`config.mk`:
```
export PLATFORM = sky130hd
export DESIGN_NAME = codeword_row_store
export DESIGN_NICKNAME = d
export VERILOG_FILES = /design/src/rtl/hamming_pkg.sv /design/src/rtl/onehot_check.sv /design/src/rtl/codeword_row_store.sv
export SDC_FILE = /design/constraint.sdc
export NUM_CORES = 1
export LEC_CHECK = 0
export CORE_MARGIN = 5
export CORE_UTILIZATION = 40
export CTS_CLUSTER_SIZE = 30
export DETAILED_ROUTE_END_ITERATION = 16
export SYNTH_ARGS = -nofsm -noshare
export SYNTH_HDL_FRONTEND = slang
export SYNTH_SLANG_ARGS = --single-unit
```
`constraint.sdc`:
```
create_clock -name clk -period 21.9 [get_ports clk]
set_clock_uncertainty 0.15 [all_clocks]
set_input_delay 2.19 -clock clk [delete_from_list [all_inputs] [get_ports clk]]
set_output_delay 2.19 -clock clk [all_outputs]
set_load 0.01 [all_outputs]
```
`src/rtl/hamming_pkg.sv`:
```
// Shared constants and FSM state type for the Hamming (19,13) datapath.
package hamming_pkg;

  localparam int unsigned CW_WIDTH   = 19;
  localparam int unsigned DATA_WIDTH = 13;
  localparam int unsigned NUM_ROWS   = 8;
  localparam int unsigned OCC_W      = 4;

  // Row-store sweep controller states
  typedef enum logic {
    ST_IDLE  = 1'b0,
    ST_CLEAR = 1'b1
  } state_e;

  // Even-parity bit over a full codeword
  function automatic logic even_parity(input logic [CW_WIDTH-1:0] cw);
    return ^cw;
  endfunction

endpackage

```
`src/rtl/onehot_check.sv`:
```
// Combinational one-hot validator and binary encoder for a decoder row select.
module onehot_check
  import hamming_pkg::*;
#(
  parameter  int unsigned ROWS  = NUM_ROWS,
  localparam int unsigned IDX_W = $clog2(ROWS)
) (
  input  logic [ROWS-1:0]  row_select,
  output logic             is_onehot,
  output logic [IDX_W-1:0] row_index
);

  logic [IDX_W:0] ones;

  // Count set bits and OR-encode their positions; the index is meaningful only when one-hot
  always_comb begin
    ones      = '0;
    row_index = '0;
    for (int i = 0; i < int'(ROWS); i++) begin
      if (row_select[i]) begin
        ones      = ones + (IDX_W+1)'(1);
        row_index = row_index | IDX_W'(i);
      end
    end
    is_onehot = (ones == (IDX_W+1)'(1));
  end

endmodule

```
`src/rtl/codeword_row_store.sv`:
```
// Eight-row codeword register bank with occupancy tracking and a sequential clear sweep.
// Optional per-row even-parity storage is enabled with ROW_STORE_PARITY_EN.
module codeword_row_store
  import hamming_pkg::*;
#(
  parameter int unsigned WIDTH = CW_WIDTH,
  parameter int unsigned ROWS  = NUM_ROWS
) (
  input  logic             clk,
  input  logic             rst_n,
  input  logic [ROWS-1:0]  row_select,
  input  logic             wr_req,
  input  logic [WIDTH-1:0] wr_data,
  input  logic             rd_req,
  input  logic             clr_all,
  output logic [WIDTH-1:0] rd_data,
  output logic             rd_valid,
  output logic             rd_empty,
  output logic             rd_perr,
  output logic             sel_err,
  output logic [ROWS-1:0]  row_valid,
  output logic [OCC_W-1:0] occ_count,
  output logic             busy
);

  localparam int unsigned IDX_W = $clog2(ROWS);

  logic             is_onehot;
  logic [IDX_W-1:0] row_idx;

  state_e           state_q,    state_d;
  logic [IDX_W-1:0] cnt_q,      cnt_d;
  logic [WIDTH-1:0] mem_q [ROWS];
  logic [WIDTH-1:0] mem_d [ROWS];
  logic [ROWS-1:0]  valid_q,    valid_d;
  logic [OCC_W-1:0] occ_q,      occ_d;
  logic [WIDTH-1:0] rd_data_q,  rd_data_d;
  logic             rd_valid_q, rd_valid_d;
  logic             rd_empty_q, rd_empty_d;
  logic             sel_err_q,  sel_err_d;
  logic             busy_q,     busy_d;
`ifdef ROW_STORE_PARITY_EN
  logic [ROWS-1:0]  par_q,      par_d;
  logic             rd_perr_q,  rd_perr_d;
`endif

  onehot_check #(.ROWS(ROWS)) u_onehot (
    .row_select (row_select),
    .is_onehot  (is_onehot),
    .row_index  (row_idx)
  );

  // Next-state: request servicing in IDLE, one row zeroed per cycle in CLEAR
  always_comb begin
    state_d    = state_q;
    cnt_d      = cnt_q;
    mem_d      = mem_q;
    valid_d    = valid_q;
    rd_data_d  = rd_data_q;
    rd_valid_d = 1'b0;
    rd_empty_d = 1'b0;
    sel_err_d  = 1'b0;
    occ_d      = '0;
`ifdef ROW_STORE_PARITY_EN
    par_d      = par_q;
    rd_perr_d  = 1'b0;
`endif
    case (state_q)
      ST_IDLE: begin
        if ((wr_req || rd_req) && !is_onehot) begin
          sel_err_d = 1'b1;
        end
        // Read samples the old contents, so a same-row write is read-before-write
        if (rd_req) begin
          rd_valid_d = 1'b1;
          if (is_onehot) begin
            rd_data_d  = mem_q[row_idx];
            rd_empty_d = !valid_q[row_idx];
`ifdef ROW_STORE_PARITY_EN
            rd_perr_d  = even_parity(CW_WIDTH'(mem_q[row_idx])) != par_q[row_idx];
`endif
          end else begin
            rd_data_d  = '0;
            rd_empty_d = 1'b1;
          end
        end
        if (wr_req && is_onehot) begin
          mem_d[row_idx]   = wr_data;
          valid_d[row_idx] = 1'b1;
`ifdef ROW_STORE_PARITY_EN
          par_d[row_idx]   = even_parity(CW_WIDTH'(wr_data));
`endif
        end
        if (clr_all) begin
          state_d = ST_CLEAR;
          cnt_d   = '0;
        end
      end
      ST_CLEAR: begin
        mem_d[cnt_q]   = '0;
        valid_d[cnt_q] = 1'b0;
`ifdef ROW_STORE_PARITY_EN
        par_d[cnt_q]   = 1'b0;
`endif
        if (cnt_q == IDX_W'(ROWS - 1)) begin
          state_d = ST_IDLE;
          cnt_d   = '0;
        end else begin
          cnt_d = cnt_q + IDX_W'(1);
        end
      end
      default: begin
        state_d = ST_IDLE;
        cnt_d   = '0;
      end
    endcase
    // Popcount of next-state occupancy keeps occ_count aligned with row_valid
    for (int i = 0; i < int'(ROWS); i++) begin
      occ_d = occ_d + OCC_W'(valid_d[i]);
    end
    busy_d = (state_d == ST_CLEAR);
  end

  // State and output registers with synchronous active-low reset
  always_ff @(posedge clk) begin
    if (!rst_n) begin
      state_q    <= ST_IDLE;
      cnt_q      <= '0;
      for (int i = 0; i < int'(ROWS); i++) begin
        mem_q[i] <= '0;
      end
      valid_q    <= '0;
      occ_q      <= '0;
      rd_data_q  <= '0;
      rd_valid_q <= 1'b0;
      rd_empty_q <= 1'b0;
      sel_err_q  <= 1'b0;
      busy_q     <= 1'b0;
`ifdef ROW_STORE_PARITY_EN
      par_q      <= '0;
      rd_perr_q  <= 1'b0;
`endif
    end else begin
      state_q    <= state_d;
      cnt_q      <= cnt_d;
      mem_q      <= mem_d;
      valid_q    <= valid_d;
      occ_q      <= occ_d;
      rd_data_q  <= rd_data_d;
      rd_valid_q <= rd_valid_d;
      rd_empty_q <= rd_empty_d;
      sel_err_q  <= sel_err_d;
      busy_q     <= busy_d;
`ifdef ROW_STORE_PARITY_EN
      par_q      <= par_d;
      rd_perr_q  <= rd_perr_d;
`endif
    end
  end

  assign rd_data   = rd_data_q;
  assign rd_valid  = rd_valid_q;
  assign rd_empty  = rd_empty_q;
  assign sel_err   = sel_err_q;
  assign row_valid = valid_q;
  assign occ_count = occ_q;
  assign busy      = busy_q;
`ifdef ROW_STORE_PARITY_EN
  assign rd_perr   = rd_perr_q;
`else
  assign rd_perr   = 1'b0;
`endif

endmodule
```
* Word-level counts from Yosys, hierarchy flattened
Cells that the tools add are included.
Widths: inputs -> output; s select.
** Operators by class
- Add/sub/neg operators :: 15
- $lt $le $gt $ge :: 8
- Equality and inequality tests :: 4
- Muxes and demuxes :: 43
- Bitwise operators :: 10
- Reduce and logical (&&, ||, !) cells :: 12
** Operator list (count)
- $pmux 152 s2 :: 1
- $and 152x152->152 :: 1
- $bwmux 152 :: 1
- $mux 152 :: 1
- $not 152->152 :: 1
- $demux 19 s3 :: 2
- $mux 19 :: 5
- $bmux 19 s3 :: 1
- $mux 4 :: 7
- $add 4x1->4 const B :: 6
- $mux 3 :: 6
- $add 4x1->4 :: 4
- $pmux 8 s2 :: 1
- $mux 1 :: 10
- $and 8x8->8 :: 1
- $ge 4x4->1 const B :: 2
- $lt 3x4->1 const B :: 2
- $lt 4x1->1 const B :: 2
- $mux 8 :: 1
- $not 3->4 :: 2
- $not 8->8 :: 1
- $or 8x8->8 :: 1
- $demux 1 s3 :: 2
- $ge 3x1->1 const B :: 2
- 19 further kinds :: 29
** Word-level totals
- Register bits after elaboration :: 190
- Bits of input ports :: 32
- Output and inout port bits :: 36
- Word-level logic and storage cells :: 108

* Logic depth before layout (Yosys ltp)
Gate-level depths: netlist (run 1).
- Word-level depth :: 26
- Mapped depth :: 35
- Gate-level depth less buffers :: 33

* By module
A second synthesis (run 1) with hierarchy kept.
** Unflattened totals
- Cell total of the unflattened synthesis :: 1085
- Area, all modules :: 9455.3 µm²
** By module, submodules not included
- codeword_row_store :: instances 1, cells an instance 1014, area each 8889.8 µm², seq. area each 3803.6 µm²
- onehot_check :: instances 1, cells an instance 71, area each 565.5 µm², seq. area each 0.0 µm²

* Worst setup path before layout (run 1)
No wires, ideal clock.
- Kind :: input-to-reg
- Start point :: input row_select[0]
- End point :: register occ_q[2] (netlist: occ_count[2])
- Library setup time :: 0.115 ns
- Data arrival time :: 8.965 ns
- Required time :: 21.635 ns
- Path slack :: 12.670 ns
- Stages :: 34
- Path buffers :: 2
- Cells stage by stage :: inv_1 > ha_1 > xor2_1 > ha_1 > mux2_2 > ha_1 > mux2_2 > ha_1 > nand2_1 > o31ai_1 > o31ai_1 > inv_1 > ha_1 > nand2_1 > o21ai_0 > ha_1 > nand2_1 > xor2_1 > xnor3_1 > o211a_1 > buf_2 > o21ba_1 > buf_4 > and3_1 > nor2_1 > fa_1 > fa_1 > fa_1 > inv_1 > ha_1 > inv_1 > fa_1 > xnor2_1 > and2_1
** On the way
- Longest elaborated chain between the ends :: 26
** RTL lines
- from (decl) :: line codeword_row_store.sv:11 : input logic [ROWS-1:0] row_select,
- $mux 1 * :: line onehot_check.sv:20 : if (row_select[i]) begin
- $add 1x1->2 :: line onehot_check.sv:21 : ones = ones + (IDX_W+1)'(1);
- $mux 4 * :: line onehot_check.sv:20
- $add 4x1->4 :: line onehot_check.sv:21
- $mux 4 * :: line onehot_check.sv:20
- $add 4x1->4 :: line onehot_check.sv:21
- $mux 4 * :: line onehot_check.sv:20
- $add 4x1->4 :: line onehot_check.sv:21
- (+8 left out)
- $logic_and 1x1->1 * :: line codeword_row_store.sv:87 : if (wr_req && is_onehot) begin
- $mux 8 * :: line codeword_row_store.sv:87
- $pmux 8 s2 * :: line codeword_row_store.sv:68 : case (state_q)
- $add 1x1->2 :: line codeword_row_store.sv:119 : occ_d = occ_d + OCC_W'(valid_d[i]);
- $add 2x1->3 :: line codeword_row_store.sv:119
- $add 3x1->4 :: line codeword_row_store.sv:119
- $add 4x1->4 (3 in series) :: line codeword_row_store.sv:119
- $add 4x1->4 * :: line codeword_row_store.sv:119
- to (signal assigned) :: line codeword_row_store.sv:133 : occ_q <= '0;
- to (signal assigned) :: line codeword_row_store.sv:148 : occ_q <= occ_d;
- to (decl) :: line codeword_row_store.sv:36 : logic [OCC_W-1:0] occ_q, occ_d;
Every way passes the cells marked *; elsewhere a longest branch is shown, timed or not.
A chain may end at the register's enable or synchronous reset.

* Final worst setup path (run 1)
- Start point :: input row_select[1]
- End point :: register occ_q[2] (netlist: occ_count[2])
** On the way
- Longest elaborated chain between the ends :: 24
- Elaborated cells on any way between the ends :: 37
- Those cells by class :: 13 x add/sub; 2 x order compare; 1 x eq/ne; 18 x mux; 1 x bitwise; 2 x reduce/logical
** RTL lines (line)
- $mux 4 :: onehot_check.sv:20
- $add 4x1->4 :: onehot_check.sv:21
- $mux 4 :: onehot_check.sv:20
- $add 4x1->4 :: onehot_check.sv:21
- $mux 4 :: onehot_check.sv:20
- $add 4x1->4 :: onehot_check.sv:21
- $mux 4 :: onehot_check.sv:20
- $add 4x1->4 :: onehot_check.sv:21
- (+6 left out)
- $logic_and 1x1->1 :: codeword_row_store.sv:87
- $mux 8 * :: codeword_row_store.sv:87
- $pmux 8 s2 * :: codeword_row_store.sv:68
- $add 1x1->2 :: codeword_row_store.sv:119
- $add 2x1->3 :: codeword_row_store.sv:119
- $add 3x1->4 :: codeword_row_store.sv:119
- $add 4x1->4 (3 in series) :: codeword_row_store.sv:119
- $add 4x1->4 * :: codeword_row_store.sv:119
Marked as above.

==> impl_metrics.ini, run 1 <==
[status]
outcome = complete, no violations

[route]
avgRoutedWirePerCell_um = 20.5
finalWirelength_um = 25800
met3WireLength_um = 1260
dr_wl_met2_um = 12200
vias_per_cell = 6.02
dr_total_vias = 7549
wl_met1_um = 11700
drtPass1Iterations = 5
drt_iter0_drc = 545
top_layer_used = met4
antenna_left = 0
post-route-drc-count = 0

[critical_path]
r2r_end = occ_count[2]$_SDFF_PN0_
reg2reg_depth = 14
crit_family = adder cells
slowest_delay_ps = 690
timing.rr.start = busy$_SDFF_PN0_
critPathArrivalTime_ps = 10370
cp-end-kind = flip-flop
cp_max_fo = 9
cp_num_buf_inv = 5
worst-setup-path-type = primary input to flip-flop
crit_slowest_cell = nor4_4
crit_top_cell = ha_1
cp-start-kind = primary input
reg2reg_setup_slack_ps = 17550
required_ps = 22070
startpoint = row_select[1]

[logic_synthesis]
synth_nets = 985
synth_ff_type = dfxtp_1
yosys.area_share.adder_pct = 2.65
yosys.area_share.simple_pct = 18.0
synth_compound_area_share_pct = 28.1
synth_most_common_cell = dfxtp_1
synth_warnings = 0
ys_seq_area_share_pct = 43.7
synth_top_area_share_pct = 43.7
ys_seq_elements = 190
synth-edff-count = 0
synthTopCellsByArea = dfxtp_1, o22a_1, o22ai_1
yosysTopAreaCell = dfxtp_1
synthMuxAreaShare_pct = 0.892
synth_xor_area_share_pct = 2.24
syn_avg_cell_area_um2 = 9.28
synthCells = 937
ys_async_sr_fraction_pct = 0
synth_cell_types = 68
synth_top_family_by_area = compound AO/OA/AOI/OAI gates
synth_common_cells = dfxtp_1, o22a_1, nor2_1
synthesis.area_um2 = 8700

[clocking]
cts_tree = built
cts_max_level = 4
postCtsSetupBuffers = 0
root_buffer = clkbuf_16
clkTransAtPathRegs_ps = 70
cts_hold_buf = 0
clkLatencyLatePin_ps = 430
clock_sinks = 190
cts_resized = 0
numCtsBuffers = 17
clockBufferDepth = 2

[grt]
grt_pass1_vias = 7396
grt_pass1_wl_um = 41400
antenna_found_initial = 0
grt_usage_pct = 21.1
grt_overflow = 0
grt_max_degree = 59

[min_path]
min-delay-start = rd_data[4]$_SDFFE_PN0P_
hold_depth = 2
whs_endpoint = rd_data[4]$_SDFFE_PN0P_
hold_path_class = flip-flop to flip-flop

[power_and_ir_drop]
intPower_w = 0.000561
power_switching_w = 0.000231
power_w = 0.000792
p_sw_share_pct = 29.2
leakage_nw = 4.09
power.density_nw_per_um2 = 77.9
p_seq_share_pct = 44.8
combPwrFrac_pct = 15.5
clkPwrFrac_pct = 39.7
vdd_ir_drop_max_v = 0.0000502

[layout]
instances_no_fill = 1255
final_core_util_pct = 47.0
syn_to_final_growth_pct = 16.9
fillCellCount = 2063
nNetsFinal = 1010
antenna_cells = 0
drive_above_1_share_pct = 8.21

[sta]
grt_setup_unrepaired = no
slew-limit-headroom_pct = 21.2
setup_viol = 0
worstMarginPinSlew_ps = 1180
period_minus_slack_ps = 10200
tns_ps = 0
finalCritPeriodShare_pct = 46.6
hold_violations = 0
slew_viol_final = 0
fmax_mhz = 98.0

[place]
dpl.hpwl_um = 15400
port_buffers = 66
dp.cells = 1223
gp_congestion = 0.796

[floorplan]
core_area_um2 = 21600
ios = 68
die_x_um = 157
num_rows = 54
die_h_um = 157
start_util_pct = 40.2
die_area_um2 = 24800

[flow_run]
max_cap_violations = 0
[tightest hold or removal path, delay by kind of cell, from the launching register on]
| kind | cells | cell delay (ps) |
|---|---|---|
| AOI/OAI and AO/OA | 1 | 50 |
| and+or+nand+nor | 1 | 40 |
| DFF | 1 | 330 |
[routing by layer]
metal	GRT usage (%)	vias up
li1	-	3620
met1	28.9	3668
met2	34.2	223
met3	3.11	38
met4	7.33	0
met5	0	-
[layout by cell type, fill, tap and decap left out, types with 23 or more instances in the layout]
master / n
dfxtp_1: 190
and2_1: 23
o22ai_1: 70
clkdlybuf4s50_1: 66
o22a_1: 96
nor2_1: 92
nor4_1: 59
nor3_1: 37
a22o_1: 38
o21ai_0: 36
nand2_1: 57
[power groups by stage]
stage	clock network (W)	logic (W)	registers, W
6_report	0.000314	0.000123	0.000355
5_1_grt	0.000334	0.000133	0.000356
4_1_cts	0.000320	0.000122	0.000355
3_5_place_dp	0	0.000122	0.000363
3_3_place_gp	0	0.000120	0.000363
2_1_floorplan	0	0.0000837	0.000362
[registers in the layout, summed over array words and instances, names as in the netlist]
register,flops
rd_empty,1
sel_err,1
mem_q,152
row_valid,8
busy,1
occ_count,4
rd_data,19
cnt_q,3
rd_valid,1
[cells by family after synthesis]
family / count (synthesis)
compound gates: 312
xor+xnor: 14
fa+ha+maj: 16
buf+inv: 91
flops: 190
mux: 5
other cells: 1
simple gates: 308
[how the worst max path moves through the flow]
| stage | cells past startpoint | slack [ps] | to |
|---|---|---|---|
| 2_1_floorplan | 34 | 12670 | occ_count[2]$_SDFF_PN0_ |
| 3_3_place_gp | 33 | 11490 | occ_count[2]$_SDFF_PN0_ |
| 3_5_place_dp | 33 | 11300 | occ_count[2]$_SDFF_PN0_ |
| 4_1_cts | 33 | 11720 | occ_count[2]$_SDFF_PN0_ |
| 5_1_grt | 33 | 11200 | occ_count[2]$_SDFF_PN0_ |
| 6_report | 33 | 11700 | occ_count[2]$_SDFF_PN0_ |
[final cells by class]
type | count | area, um2 | share of cell area, %
clock inverters | 13 | 143 | 1.40
repair buffers | 82 | 781 | 7.68
clock buffers | 19 | 453 | 4.45
well taps | 280 | 350 | 3.44
multi-input cells | 656 | 4580 | 45.1
flip-flops and latches | 190 | 3800 | 37.4
inverters | 15 | 56.3 | 0.554
[per-stage QoR]
step | setup slack [ps] | hold slack (ps) | area, um2
2_1_floorplan | 12670 | 281 | 8700
3_3_place_gp | 11490 | 288 | 9570
3_5_place_dp | 11300 | 292 | 9570
4_1_cts | 11720 | 310 | 10200
5_1_grt | 11200 | 334 | 10200
6_report | 11700 | 302 | 10200
No activity file was read; power rests on OpenSTA's default activity.
==> run 2, diff against run 1 <==
Clock period 21.9 ns to 10.25 ns, I/O delays scaled along.
==> run 2 against run 1 <==
Global-route usage about the same. Register-to-register slack worse by 12000 ps. Final area hardly changed. Sequential share of layout area about the same. Cell count increased by 0.16%. Clock power grew 110%. Largest power group unchanged. Hold slack worse by 0.68 ps. Count of clock-buffer cells in the layout fell by 2. Via count hardly changed. Critical path depth is the same. Sequential power rose by 110%.
==> impl_metrics.ini, run 2 (synthesis results as in run 1) <==
[route]
wl_met1_um = 11900
finalWirelength_um = 25700
dr_wl_met2_um = 12200
vias_per_cell = 6.00
avgRoutedWirePerCell_um = 20.5
top_layer_used = met4
drt_iter0_drc = 491
dr_total_vias = 7544
met3WireLength_um = 1340
drtPass1Iterations = 5
antenna_left = 0
post-route-drc-count = 0

[critical_path]
slowest_delay_ps = 570
cp-end-kind = flip-flop
required_ps = 10420
crit_top_cell = ha_1
reg2reg_setup_slack_ps = 5840
reg2reg_depth = 14
r2r_end = occ_count[2]$_SDFF_PN0_
cp-start-kind = primary input
endpoint = occ_count[2]$_SDFF_PN0_
critPathArrivalTime_ps = 9040
cp_max_fo = 9
startpoint = row_select[1]
timing.rr.start = busy$_SDFF_PN0_
crit_slowest_cell = clkdlybuf4s50_1
worst-setup-path-type = primary input to flip-flop

[grt]
grt_overflow = 0
grt_pass1_wl_um = 41300
grt_usage_pct = 21.1
antenna_found_initial = 0
grt_pass1_vias = 7245
grt_max_degree = 88

[floorplan]
die_area_um2 = 24800
start_util_pct = 40.2
ios = 68
die_x_um = 157
num_rows = 54
core_area_um2 = 21600
die_h_um = 157

[layout]
syn_to_final_growth_pct = 17.0
seq_area_um2 = 3800
antenna_cells = 0
fillCellCount = 2048
final_core_util_pct = 47.1
regMostFlops = mem_q
layout_commonest_cell = dfxtp_1
drive_above_1_share_pct = 8.39
multi_input_area_um2 = 4570
final_cell_mix = dfxtp_1, o22a_1, nor2_1
largest_register_ffs = 152
nNetsFinal = 1012
fin_area_um2 = 10200

[sta]
setup_viol = 0
period_minus_slack_ps = 8870
hold_violations = 0
fmax_mhz = 113
slew-limit-headroom_pct = 25.5
tns_ps = 0
finalCritPeriodShare_pct = 86.6
slew_viol_final = 0
worstMarginPinSlew_ps = 1120
grt_setup_unrepaired = no

[clocking]
clock_sinks = 190
cts_hold_buf = 0
postCtsSetupBuffers = 0
clkLatencyLatePin_ps = 430
numCtsBuffers = 17
clockBufferDepth = 2
cts_resized = 0
cts_max_level = 4
clkTransAtPathRegs_ps = 70
cts_tree = built
root_buffer = clkbuf_16

[place]
port_buffers = 66
dpl_cell_area_um2 = 9580
gp_congestion = 0.839
dpl.hpwl_um = 15200

[min_path]
min-delay-start = rd_data[2]$_SDFFE_PN0P_
hold_path_class = flip-flop to flip-flop

[flow_run]
max_cap_violations = 0

[status]
outcome = complete, no violations

[power_and_ir_drop]
vdd_ir_drop_max_v = 0.000114
leakage_nw = 4.10
power.density_nw_per_um2 = 166
[run 2: cell types whose count changed in the layout (fill, tap and decap cells not counted), sizes merged]
cell    change
clkinv      +2
clkbuf      -2
buf         +2
[run 2: metal layers]
layer	vias to the layer above	GRT usage (%)
li1	3627	-
met2	220	34.7
met1	3671	29.1
met5	-	0
met4	0	5.45
met3	26	3.49
[run 2: worst min path at each step]
stage | cells after the start | to
2_1_floorplan | 1 | mem_q[116]$_SDFFE_PN0P_
3_3_place_gp | 2 | rd_data[7]$_SDFFE_PN0P_
3_5_place_dp | 2 | rd_data[2]$_SDFFE_PN0P_
4_1_cts | 2 | rd_data[2]$_SDFFE_PN0P_
5_1_grt | 1 | mem_q[143]$_SDFFE_PN0P_
6_report | 2 | rd_data[2]$_SDFFE_PN0P_
[run 2: cell type report]
class | count | share of cell area, %
clock buffer | 17 | 4.18
clock inverter | 15 | 1.70
inverter | 15 | 0.553
multi-input combinational | 656 | 44.9
sequential | 190 | 37.4
tap | 280 | 3.44
timing repair buffer | 84 | 7.82
[run 2: power breakdown]
| part | leakage [nW] | internal, W | switching, W | total [W] |
|---|---|---|---|---|
| registers | 1.53 | 0.000749 | 0.00000908 | 0.000758 |
| logic | 2.27 | 0.0000902 | 0.000172 | 0.000262 |
| clock network | 0.297 | 0.000350 | 0.000322 | 0.000672 |
[run 2: through the flow]
stage / worst slack, ps / hold slack, ps / std cells / total power (W)
2_1_floorplan: 2180 / 281 / 937 / 0.000953
3_3_place_gp: 1080 / 288 / 1225 / 0.00103
3_5_place_dp: 949 / 292 / 1225 / 0.00103
4_1_cts: 1390 / 309 / 1257 / 0.00170
5_1_grt: 895 / 331 / 1257 / 0.00176
6_report: 1380 / 302 / 1257 / 0.00169
[run 2: worst max-delay path: cells and delay by family]
family / cells / cell delay (ps)
xor gates and xnor gates: 3 / 780
buffers and inverters: 5 / 860
and+or+nand+nor: 6 / 800
adders and majority gates: 11 / 3600
AOI/OAI and AO/OA: 6 / 1420
muxes: 2 / 570
==> run 3, diff against run 2 <==
Settings changed: PLACE_DENSITY from default to 0.58.
==> run 3 against run 2 <==
Hold slack better by 1.7 ps. Register-to-register slack worse by 50 ps. Sequential cell count unchanged. Via count up 1.0%. First-iteration DRC count up 55%. Die area unchanged.
==> impl_metrics.ini, run 3 (synthesis results as in run 1) <==
[critical_path]
crit_top_cell = ha_1
endpoint = occ_count[2]$_SDFF_PN0_
cp_max_fo = 9
crit_slowest_cell = clkdlybuf4s50_1
reg2reg_depth = 14
startpoint = row_select[1]
slowest_delay_ps = 570
cp_num_buf_inv = 5
reg2reg_setup_slack_ps = 5790
r2r_end = occ_count[2]$_SDFF_PN0_
crit_family = adder cells
required_ps = 10430
cp-end-kind = flip-flop
critPathArrivalTime_ps = 9140
worst-setup-path-type = primary input to flip-flop
timing.rr.start = busy$_SDFF_PN0_
worstSetupPathDepth = 33
cp-start-kind = primary input

[sta]
period_minus_slack_ps = 8960
worstMarginPinSlew_ps = 1190
finalCritPeriodShare_pct = 87.4
grt_setup_unrepaired = no
setup_ws_ps = 1290
fmax_mhz = 112
setup_viol = 0
slew_viol_final = 0
slew-limit-headroom_pct = 20.5
tns_ps = 0
hold_violations = 0

[grt]
grt_usage_pct = 21.2
grt_max_degree = 89
grt_overflow = 0
grt_pass1_wl_um = 41100
antenna_found_initial = 1
grt_pass1_vias = 7114

[place]
port_buffers = 66
pre_cts_slack_ps = 868
dpl_cell_area_um2 = 9590
dpl.hpwl_um = 15200
gp_congestion = 0.816

[clocking]
clockBufferDepth = 2
cts_tree = built
numCtsBuffers = 17
cts_hold_buf = 0
cts_max_level = 4
clkTransAtPathRegs_ps = 70
clock_sinks = 190
postCtsSetupBuffers = 0
root_buffer = clkbuf_16
clkLatencyLatePin_ps = 430
cts_resized = 0

[floorplan]
start_util_pct = 40.2
die_x_um = 157
core_area_um2 = 21600
ios = 68
num_rows = 54
die_h_um = 157
die_area_um2 = 24800

[route]
finalWirelength_um = 26300
vias_per_cell = 6.06
avgRoutedWirePerCell_um = 20.9
post-route-drc-count = 0
dr_total_vias = 7623
antenna_left = 0
drtPass1Iterations = 6
drt_iter0_drc = 761

[status]
outcome = complete, no violations

[layout]
nNetsFinal = 1013
multi_input_area_um2 = 4580
regMostFlops = mem_q
fillCellCount = 2078
fin_area_um2 = 10200
seq_area_um2 = 3800
final_cell_mix = dfxtp_1, o22a_1, nor2_1
layout_commonest_cell = dfxtp_1
drive_above_1_share_pct = 8.38
antenna_cells = 0
syn_to_final_growth_pct = 17.1
largest_register_ffs = 152

[power_and_ir_drop]
leakage_nw = 4.09
power.density_nw_per_um2 = 165
vdd_ir_drop_max_v = 0.000103

[min_path]
hold_path_class = flip-flop to flip-flop

[flow_run]
max_cap_violations = 0
[run 3: layout make-up]
class,count,area share [%]
Clock inverter,15,1.66
Sequential cell,190,37.3
Clock buffer,17,4.18
Multi-Input combinational cell,656,44.9
Inverter,15,0.553
Timing Repair Buffer,85,7.89
Tap cell,280,3.44
[run 3: stage by stage]
step | hold slack, ps | util (%) | power [W] | std cells
6_report | 303 | 47.1 | 0.00169 | 1258
5_1_grt | 326 | 47.1 | 0.00175 | 1258
4_1_cts | 312 | 47.1 | 0.00170 | 1258
3_5_place_dp | 293 | 44.4 | 0.00104 | 1226
3_3_place_gp | 287 | 44.4 | 0.00104 | 1226
2_1_floorplan | 281 | - | 0.000953 | 937
[run 3: how the worst min path moves through the flow]
| stage | startpoint | endpoint | cells after the start |
|---|---|---|---|
| 6_report | rd_data[3]$_SDFFE_PN0P_ | rd_data[3]$_SDFFE_PN0P_ | 2 |
| 5_1_grt | mem_q[151]$_SDFFE_PN0P_ | mem_q[151]$_SDFFE_PN0P_ | 1 |
| 4_1_cts | rd_data[3]$_SDFFE_PN0P_ | rd_data[3]$_SDFFE_PN0P_ | 2 |
| 3_5_place_dp | rd_data[14]$_SDFFE_PN0P_ | rd_data[14]$_SDFFE_PN0P_ | 2 |
| 3_3_place_gp | rd_data[4]$_SDFFE_PN0P_ | rd_data[4]$_SDFFE_PN0P_ | 2 |
| 2_1_floorplan | mem_q[116]$_SDFFE_PN0P_ | mem_q[116]$_SDFFE_PN0P_ | 1 |
[run 3: worst min-delay path, cell delays in order, from the launching register on]
cell	delay (ps)
dfxtp_1	330
nand2_1	40
o21ai_0	50
[run 3: metal layers]
metal | up-vias | track usage (%) | wire length [um]
met2 | 240 | 34.1 | 12300
met5 | - | 0 | 13
met3 | 40 | 3.22 | 1310
met4 | 2 | 6.10 | 486
met1 | 3699 | 29.6 | 12200
li1 | 3642 | - | -
[run 3: power breakdown]
group,switching [W],internal [W],leakage (nW)
Clock,0.000331,0.000331,0.284
Sequential,0.00000881,0.000749,1.53
Combinational,0.000175,0.0000910,2.28
Total,0.000514,0.00117,4.09
